File: src/rtl/pc_sequencer_if.sv
// Fetch-side bundle of pc_sequencer: stall/redirect inputs, imem handshake and decode outputs.
// Latency: none (wires only); timing is defined by the sequencer.
// Backpressure: ImemAck gates PC advance; Stall prevents new requests.
interface pc_sequencer_if;
  logic       Stall;
  logic       Jump;
  logic [5:0] JumpIn;
  logic       Branch;
  logic [7:0] BranchOff;
  logic       ImemAck;
  logic       ImemReq;
  logic [7:0] PC;
  logic [7:0] PCNext;
  logic       InstrValid;
  logic [7:0] InstrPC;
  logic       Flush;

  // Sequencer side
  modport master (
    input  Stall, Jump, JumpIn, Branch, BranchOff, ImemAck,
    output ImemReq, PC, PCNext, InstrValid, InstrPC, Flush
  );

  // Environment side (control, memory and decode)
  modport slave (
    output Stall, Jump, JumpIn, Branch, BranchOff, ImemAck,
    input  ImemReq, PC, PCNext, InstrValid, InstrPC, Flush
  );
endinterface

File: src/rtl/pc_sequencer.sv
// Program-counter sequencer: fetch PC, imem req/ack handshake, jump/branch redirects, flush.
// Latency: InstrValid/InstrPC/Flush one cycle after the acked edge; PC equals target one cycle after apply.
// Backpressure: PC frozen while ImemReq is high and unacked; Stall blocks new requests. Macro PC_DELAY_SLOT_EN.
module pc_sequencer #(
  parameter logic [7:0] RESET_PC = 8'h00
) (
  input  logic           Clk,
  input  logic           Reset,
  pc_sequencer_if.master bus
);

`ifdef PC_DELAY_SLOT_EN
  // Instruction acked together with a redirect is a delay slot and is delivered
  localparam logic DELAY_SLOT = 1'b1;
`else
  // Instruction acked together with a redirect is squashed
  localparam logic DELAY_SLOT = 1'b0;
`endif

  typedef enum logic {S_IDLE, S_REQ} state_t;

  state_t     r_state, w_state_nxt;
  logic [7:0] r_pc, w_pc_nxt;
  logic       r_pend_vld, w_pend_vld_nxt;
  logic [7:0] r_pend_tgt, w_pend_tgt_nxt;
  logic       r_instr_vld, w_instr_vld_nxt;
  logic [7:0] r_instr_pc, w_instr_pc_nxt;
  logic       r_flush, w_flush_nxt;

  logic [7:0] w_pc_plus4;
  logic [7:0] w_jump_tgt;
  logic [7:0] w_branch_tgt;
  logic       w_redir;
  logic [7:0] w_redir_tgt;
  logic       w_apply;
  logic [7:0] w_apply_tgt;
  logic       w_unused_bits;

  // Targets are always formed from PCNext; PC cannot move while a request is open,
  // so the value seen at capture is the one belonging to the outstanding fetch.
  assign w_pc_plus4   = r_pc + 8'd4;
  assign w_jump_tgt   = {w_pc_plus4[7:6], bus.JumpIn[5:2], 2'b00};
  assign w_branch_tgt = w_pc_plus4 + {bus.BranchOff[5:0], 2'b00};
  assign w_redir      = bus.Jump | bus.Branch;
  assign w_redir_tgt  = bus.Jump ? w_jump_tgt : w_branch_tgt;

  // Bits outside the usable offset/jump fields carry no information here
  assign w_unused_bits = ^{bus.BranchOff[7:6], bus.JumpIn[1:0]};

  // A held redirect takes precedence over a fresh one at the acknowledge
  assign w_apply     = r_pend_vld | w_redir;
  assign w_apply_tgt = r_pend_vld ? r_pend_tgt : w_redir_tgt;

  // Next-state, PC, pending-redirect and delivery decisions
  always_comb begin
    w_state_nxt     = r_state;
    w_pc_nxt        = r_pc;
    w_pend_vld_nxt  = r_pend_vld;
    w_pend_tgt_nxt  = r_pend_tgt;
    w_instr_vld_nxt = 1'b0;
    w_instr_pc_nxt  = r_instr_pc;
    w_flush_nxt     = 1'b0;
    case (r_state)
      S_IDLE: begin
        // Nothing in flight, so a redirect loads the PC directly
        if (w_redir) begin
          w_pc_nxt    = w_redir_tgt;
          w_flush_nxt = 1'b1;
        end
        if (!bus.Stall) w_state_nxt = S_REQ;
      end
      S_REQ: begin
        if (bus.ImemAck) begin
          w_instr_pc_nxt = r_pc;
          w_pend_vld_nxt = 1'b0;
          if (w_apply) begin
            w_pc_nxt        = w_apply_tgt;
            w_flush_nxt     = 1'b1;
            w_instr_vld_nxt = DELAY_SLOT;
          end else begin
            w_pc_nxt        = w_pc_plus4;
            w_instr_vld_nxt = 1'b1;
          end
          w_state_nxt = bus.Stall ? S_IDLE : S_REQ;
        end else if (w_redir && !r_pend_vld) begin
          // First redirect wins until it is applied
          w_pend_vld_nxt = 1'b1;
          w_pend_tgt_nxt = w_redir_tgt;
        end
      end
      default: w_state_nxt = S_IDLE;
    endcase
  end

  // FSM state register
  always_ff @(posedge Clk) begin
    if (Reset) r_state <= S_IDLE;
    else       r_state <= w_state_nxt;
  end

  // PC, pending redirect and registered decode outputs
  always_ff @(posedge Clk) begin
    if (Reset) begin
      r_pc        <= RESET_PC;
      r_pend_vld  <= 1'b0;
      r_pend_tgt  <= 8'h00;
      r_instr_vld <= 1'b0;
      r_instr_pc  <= 8'h00;
      r_flush     <= 1'b0;
    end else begin
      r_pc        <= w_pc_nxt;
      r_pend_vld  <= w_pend_vld_nxt;
      r_pend_tgt  <= w_pend_tgt_nxt;
      r_instr_vld <= w_instr_vld_nxt;
      r_instr_pc  <= w_instr_pc_nxt;
      r_flush     <= w_flush_nxt;
    end
  end

  assign bus.ImemReq    = (r_state == S_REQ);
  assign bus.PC         = r_pc;
  assign bus.PCNext     = w_pc_plus4;
  assign bus.InstrValid = r_instr_vld;
  assign bus.InstrPC    = r_instr_pc;
  assign bus.Flush      = r_flush;

endmodule

File: src/flat_wrapper.sv
// flat-port wrapper written by rule: the top's interface ports become plain ports
module pc_sequencer_flat 
#(
  parameter logic [7:0] RESET_PC = 8'h00
)
  (Clk, Reset, bus_Stall, bus_Jump, bus_JumpIn, bus_Branch, bus_BranchOff, bus_ImemAck, bus_ImemReq, bus_PC, bus_PCNext, bus_InstrValid, bus_InstrPC, bus_Flush);
  pc_sequencer_if bus_i ();
  input  logic Clk;
  input  logic Reset;
  input wire logic [$bits(bus_i.Stall)-1:0] bus_Stall;
  input wire logic [$bits(bus_i.Jump)-1:0] bus_Jump;
  input wire logic [$bits(bus_i.JumpIn)-1:0] bus_JumpIn;
  input wire logic [$bits(bus_i.Branch)-1:0] bus_Branch;
  input wire logic [$bits(bus_i.BranchOff)-1:0] bus_BranchOff;
  input wire logic [$bits(bus_i.ImemAck)-1:0] bus_ImemAck;
  output wire logic [$bits(bus_i.ImemReq)-1:0] bus_ImemReq;
  output wire logic [$bits(bus_i.PC)-1:0] bus_PC;
  output wire logic [$bits(bus_i.PCNext)-1:0] bus_PCNext;
  output wire logic [$bits(bus_i.InstrValid)-1:0] bus_InstrValid;
  output wire logic [$bits(bus_i.InstrPC)-1:0] bus_InstrPC;
  output wire logic [$bits(bus_i.Flush)-1:0] bus_Flush;
  assign bus_i.Stall = bus_Stall;
  assign bus_i.Jump = bus_Jump;
  assign bus_i.JumpIn = bus_JumpIn;
  assign bus_i.Branch = bus_Branch;
  assign bus_i.BranchOff = bus_BranchOff;
  assign bus_i.ImemAck = bus_ImemAck;
  assign bus_ImemReq = bus_i.ImemReq;
  assign bus_PC = bus_i.PC;
  assign bus_PCNext = bus_i.PCNext;
  assign bus_InstrValid = bus_i.InstrValid;
  assign bus_InstrPC = bus_i.InstrPC;
  assign bus_Flush = bus_i.Flush;
  pc_sequencer #(.RESET_PC(RESET_PC)) u_core (.Clk(Clk), .Reset(Reset), .bus(bus_i));
endmodule
File: config.mk
export PLATFORM = sky130hd
export DESIGN_NAME = pc_sequencer_flat
export DESIGN_NICKNAME = d
export VERILOG_FILES = /design/src/rtl/pc_sequencer_if.sv /design/src/rtl/pc_sequencer.sv /design/src/flat_wrapper.sv
export SDC_FILE = /design/constraint.sdc
export NUM_CORES = 1
export LEC_CHECK = 0
export BUFFER_PORTS_ARGS = -buffer_cell sky130_fd_sc_hd__clkbuf_2
export CAP_MARGIN = 25
export CORE_MARGIN = 3
export CORE_UTILIZATION = 50
export DETAILED_ROUTE_END_ITERATION = 16
export PLACE_DENSITY = 0.79
export SLEW_MARGIN = 0
export SYNTH_ARGS = -nofsm -noshare
export SYNTH_HDL_FRONTEND = slang
export SYNTH_SLANG_ARGS = --single-unit
File: constraint.sdc
create_clock -name Clk -period 6.53 [get_ports Clk]
set_input_delay 0.653 -clock Clk [delete_from_list [all_inputs] [get_ports Clk]]
set_output_delay 0.653 -clock Clk [all_outputs]
set_load 0.02 [all_outputs]
# Word-level counts from Yosys, hierarchy flattened

Index checks and enable logic that the tools add are counted.

Logic and storage cells: 39
Bits in registers: 28
Output and inout port bits: 27
Bits of input ports: 20

Bitwise operators: 4
Add/sub/neg operators: 2
Reduce and logical (&&, ||, !) cells: 8
Muxes and demuxes: 16
Equality and inequality tests: 2

Operator list:

| kind                  | number |
|---|---|
| $mux W8               | 5 |
| $pmux W8 S2           | 1 |
| $add A8 B3 Y8 const B | 1 |
| $add A8 B8 Y8         | 1 |
| $mux W1               | 8 |
| $reduce_and A2 Y1     | 3 |
| $pmux W1 S2           | 2 |
| $reduce_and A3 Y1     | 1 |
| $reduce_or A3 Y1      | 1 |
| $ne A2 B1 Y1 const B  | 1 |
| $ne A2 B2 Y1 const B  | 1 |
| $not A1 Y1            | 2 |
| $or A1 B1 Y1          | 2 |
| $reduce_bool A2 Y1    | 1 |
| $logic_and A1 B1 Y1   | 1 |
| $logic_not A1 Y1      | 1 |

# Longest topological paths before layout

Depth after elaboration: 7
Depth in mapped cells: 9
Depth with buffers taken out: 9

# Worst setup path after synthesis

No wires, ideal clock.

Path kind: reg2reg
From: reg u_core.r_pc[4], in the netlist u_core.bus.PC[4]
To: reg u_core.r_pend_tgt[7]
Path slack: 3.866 ns
Setup time: 0.062 ns
Data required time: 6.468 ns
Clock period less this slack: 2.664 ns
Path buffers: 0
Arrival: 2.602 ns
Stages on the path, launching flop included: 9
Cells stage by stage: dfxtp_1 -> nand3_1 -> xnor2_1 -> ha_1 -> a21o_1 -> a21oi_1 -> nand4b_1 -> a2111o_1 -> nand3_1

Longest elaborated chain between the ends: 3

RTL lines:

| what                   | line                | text |
|---|---|---|
| start, declared        | pc_sequencer.sv:23  | `logic [7:0] r_pc, w_pc_nxt;` |
| start signal, assigned | pc_sequencer.sv:111 | `r_pc <= w_pc_nxt;` |
| $add A8 B3 Y8          | pc_sequencer.sv:41  | `assign w_pc_plus4 = r_pc + 8'd4;` |
| net bus_PCNext[5]      | flat_wrapper.sv:18  | `output wire logic [$bits(bus_i.PCNext)-1:0] bus_PCNext;` |
| $add A8 B8 Y8          | pc_sequencer.sv:43  | `assign w_branch_tgt = w_pc_plus4 + {bus.BranchOff[5:0], 2'b00};` |
| $mux W8                | pc_sequencer.sv:45  | `assign w_redir_tgt = bus.Jump ? w_jump_tgt : w_branch_tgt;` |
| end signal, assigned   | pc_sequencer.sv:113 | `r_pend_tgt <= w_pend_tgt_nxt;` |
| end, declared          | pc_sequencer.sv:25  | `logic [7:0] r_pend_tgt, w_pend_tgt_nxt;` |

The timed path passes the listed nets, and every way through them passes these cells.
A chain may end at the register's enable or synchronous reset.

# Final worst setup path

From: reg u_core.r_pc[2], in the netlist u_core.bus.PC[2]
To: reg u_core.r_pend_tgt[7]

Longest elaborated chain between the ends: 3

RTL lines:

| what              | line |
|---|---|
| $add A8 B3 Y8 (*) | pc_sequencer.sv:41 |
| $add A8 B8 Y8     | pc_sequencer.sv:43 |
| $mux W8 (*)       | pc_sequencer.sv:45 |

Mark *: on every way between the ends. The rest lies on a longest branch, timed or not.

==> results.md <==
Routing:
- In this run, the number of DRC markers left after iteration 0 of detailed routing was 58.
- Using the TritonRoute via totals, the vias-per-cell ratio works out to ~5.8.
- The aggregate routed wire length is ~3500 um.
- Detailed routing inserted a total of approximately 1500 vias.
- In this run the remaining antenna-violating nets after routing total 0.
- The post-route DRC violation count is 0.
- The wire length per cell after detailed routing is roughly 14 um.
- The iteration count of the initial detailed-routing pass is 4.

Placed design:
- The cell count after placement is 250.
- Summing all placed instances gives a cell area of 1740 um2.
- The post-DP HPWL is 2650 um.
- The number of port buffers is between 40 and 50.
- Routability-driven placement finished with a final weighted congestion of a little over 0.8.

Logic synthesis:
- For this run, the register share of the synthesized area comes to 0.365.
- After synthesis, the mean cell area works out to slightly above 8 um2.
- The library cell occupying the most area in the post-synthesis netlist is dfxtp_1.
- The count of mapped cells out of synthesis is 188.
- The fraction of synthesis flops using an asynchronous set or reset pin is 0.
- The number of nets in the synthesized netlist is 216.
- The area of the mapped netlist is about 1500 um2.
- The top cell type's share of synthesized area is 0.365.
- The unique cell type count in the Yosys netlist is 42.
- Yosys printed 0 warnings.
- The number of enable flip-flop cells after synthesis is 0.
- After synthesis, the cell types taking the most area are dfxtp_1 (36%), nand2_1 (7.8%), ha_1 (5.7%).
- The most used flip-flop cell after synthesis is dfxtp_1.
- The post-synthesis sequential element count is 28.

Floorplan:
- The die height is 61.5 um.
- After floorplanning, the core was sized to cover between 2000 and 3000 um2.
- The number of I/O pins is 47.
- The die area is ~3800 um2.
- The initial core utilization is 0.539.
- The die is between 60 and 70 um wide.
- Row generation in the floorplan step produced 19 rows.

Timing:
- In this run the tightest slew margin relative to its limit is 0.514.
- The final number of max-transition violations is 0.
- After layout, the minimum clock period comes to roughly 2600 ps.
- The setup TNS is 0 ps.
- The final hold violation count is 0.
- The setup clock skew after layout is ~4.5 ps.
- The share of the clock period used by the worst path after layout is 0.398.
- The upper clock frequency limit is ~380 MHz.
- Setup repair after global routing left no endpoint under its margin.
- The number of setup violations in the final report is 0.
- The slew at the pin with the worst max-slew slack is 721 ps.

Hold path:
- The class of the tightest hold or removal check is reg2reg.
- The path with the worst hold slack has its endpoint at u_core.r_pend_tgt[5]$_SDFFE_PP0P_.
- The startpoint of the tightest hold check path is u_core.r_pend_tgt[5]$_SDFFE_PP0P_.
- Counting instances, the worst hold path has a depth of 2.

GRT:
- The global-route wire length before repair is about 5700 um.
- Global routing finished with a remaining overflow of 0.
- The number of antenna violations at the first check in global routing is 0.
- The via count of the first global-routing pass is approximately 1300.
- Entering global routing, the biggest net connects 29 pins.
- The all-layer global routing usage is 0.198.

Clock network:
- After clock tree synthesis, the clock-pin slew on the worst setup and hold paths is about 150 ps.
- CTS saw 28 sinks.
- The deepest level of the CTS H-tree is 1.
- The clock tree from TritonCTS is done.
- In this run, CTS created clock tree buffers numbering 3.
- The master cell of the clock root buffer is clkbuf_4.
- The post-CTS setup-driven buffer insertion count is 0.
- The buffer depth of the longest clock path is 2.
- The number of gates resized after cts is 0.
- After clock tree synthesis, the flow added hold-fix buffers numbering 0.
- Clock latency on the worst-skew pair, taken at its later pin, is 320 ps.

Power and ir drop:
- For this design the ratio of total power to cell area is 249 nW/um2.
- The total power consumption of the routed design is ~0.00044 W.
- The leakage power figure is 0.778 nW.
- VDD sags by at most ~120 uV.

Worst setup path:
- The buffering stage count on the worst path with inverters included is 0.
- The stage delay of the slowest cell on the critical path is 480 ps.
- STA classifies the critical path startpoint as a flip-flop.
- The kind of critical path is reg2reg.
- Traced cell by cell, the critical path runs through nand3_1, xnor2_1, ha_1, a21o_1, a21oi_1, nand4b_1, a2111o_1, nand3_1.
- The worst setup path is captured at a flip-flop.
- The end of the worst register-to-register path is u_core.r_pend_tgt[7]$_SDFFE_PP0P_.
- The worst register-to-register path has a setup slack of just under 4000 ps.
- Counting buffers and inverters, the worst setup path is 8 cells deep.
- STA puts the critical path data required time at about 6800 ps.
- The critical path starts at u_core.bus.PC[2]$_SDFFE_PP0P_.
- The highest fanout seen on the critical path is 6.
- At the worst endpoint, the arrival time is between 2000 and 3000 ps.
- In this run the critical register-to-register path is launched from u_core.bus.PC[2]$_SDFFE_PP0P_.
- The kind of cell with the highest combined delay along the critical path is compound AO/OA/AOI/OAI gates.
- Among the stages of the critical path, the cell type that occurs most often is nand3_1.
- The number of cells traversed by the worst register-to-register path is 8.
- Among all stages on the critical path, the largest delay is contributed by dfxtp_1.

Finish:
- The final layout contains around 250 nets.
- The cell area after layout is between 1500 and 2000 um2.
- In the final layout, the multi-input gates occupy ~900 um2.
- The ratio of cells with drive above 1 in the final layout is 0.220.
- The number of diodes is 0.
- The library cell used most frequently in the layout, excluding fill and tap cells, is clkbuf_2.
- The layout has 290 filler cells.
- The library cells used most frequently in the layout, excluding fill and tap cells, are clkbuf_2 (42), nand2_1 (32), dfxtp_1 (28).
- The share of the core filled with cells in the final layout is 0.627.
- The non-filler instance count after layout is 254.
- The signed area change from the synthesized netlist to the final layout is 16.3%.
- The footprint of the flip-flops and latches is between 500 and 600 um2.

Run:
- The tool flagged a number of max-cap violations equal to 0.

Run status:
- The run finished with clean final reports.
==> worst min-delay path, stage by stage (launching register included) <==
cell	delay (ps)
dfxtp_1	340
nand2_1	50
a21oi_1	50
==> where the power goes <==
group / internal (W) / switching [W] / total [W]
registers: 0.000182 / 0.0000155 / 0.000198
logic: 0.0000515 / 0.0000819 / 0.000133
clock network: 0.0000620 / 0.0000514 / 0.000113
==> synthesized netlist by cell type, types with 4 or more instances <==
library cell and instances:
a21oi_1 16, a21o_1 4, o21ai_0 7, nor2b_1 5, nand3_1 6, a211oi_1 7
nand2_1 32, nor3_1 6, ha_1 7, clkbuf_1 7, dfxtp_1 28, inv_1 4
nor2_1 13
==> cell families (layout without fill, tap and decap cells) <==
logic type      count (synthesis)  in the layout  synth area share
fa+ha+maj                       8              8            0.0700
xor+xnor                        4              4            0.0228
flops                          28             28             0.365
compound gates                 54             54             0.242
simple gates                   77             77             0.244
buf+inv                        15             50            0.0431
mux                             2              2            0.0130
==> how the worst max path moves through the flow <==
stage	to	slack [ps]
floorplan	u_core.r_pend_tgt[7]$_SDFFE_PP0P_	3870
global placement	u_core.bus.PC[6]$_SDFFE_PP0P_	3940
detailed placement	u_core.bus.PC[6]$_SDFFE_PP0P_	3950
CTS	u_core.r_pend_tgt[7]$_SDFFE_PP0P_	3960
global route	u_core.bus.PC[6]$_SDFFE_PP0P_	3780
finish	u_core.r_pend_tgt[7]$_SDFFE_PP0P_	3930
==> per-stage QoR <==
step / hold WS (ps) / setup slack, ps
finish: 467 / 3930
detailed placement: 449 / 3950
global placement: 438 / 3940
floorplan: 432 / 3870
global route: 478 / 3780
CTS: 468 / 3960
==> routing by layer <==
layer | up-vias | wire length (um) | track usage
li1 | 761 | - | -
met1 | 681 | 1740 | 0.279
met2 | 40 | 1600 | 0.317
met3 | 2 | 183 | 0.0314
met4 | 0 | 17 | 0.0455
met5 | - | 0 | 0
==> layout make-up <==
type,instances,area share
clock buffers,3,0.0126
clock inverters,1,0.0168
inverters,4,0.00840
multi-input cells,145,0.509
flip-flops and latches,28,0.314
well taps,31,0.0217
repair buffers,42,0.118
==> state kept, by name, summed over array words and instances, names as in the netlist <==
name / count
u_core.bus.Flush: 1
u_core.r_pend_vld: 1
u_core.r_pend_tgt: 8
u_core.bus.PC: 8
u_core.bus.InstrPC: 8
u_core.bus.ImemReq: 1
u_core.bus.InstrValid: 1
Power figures use the tool's default switching activity.
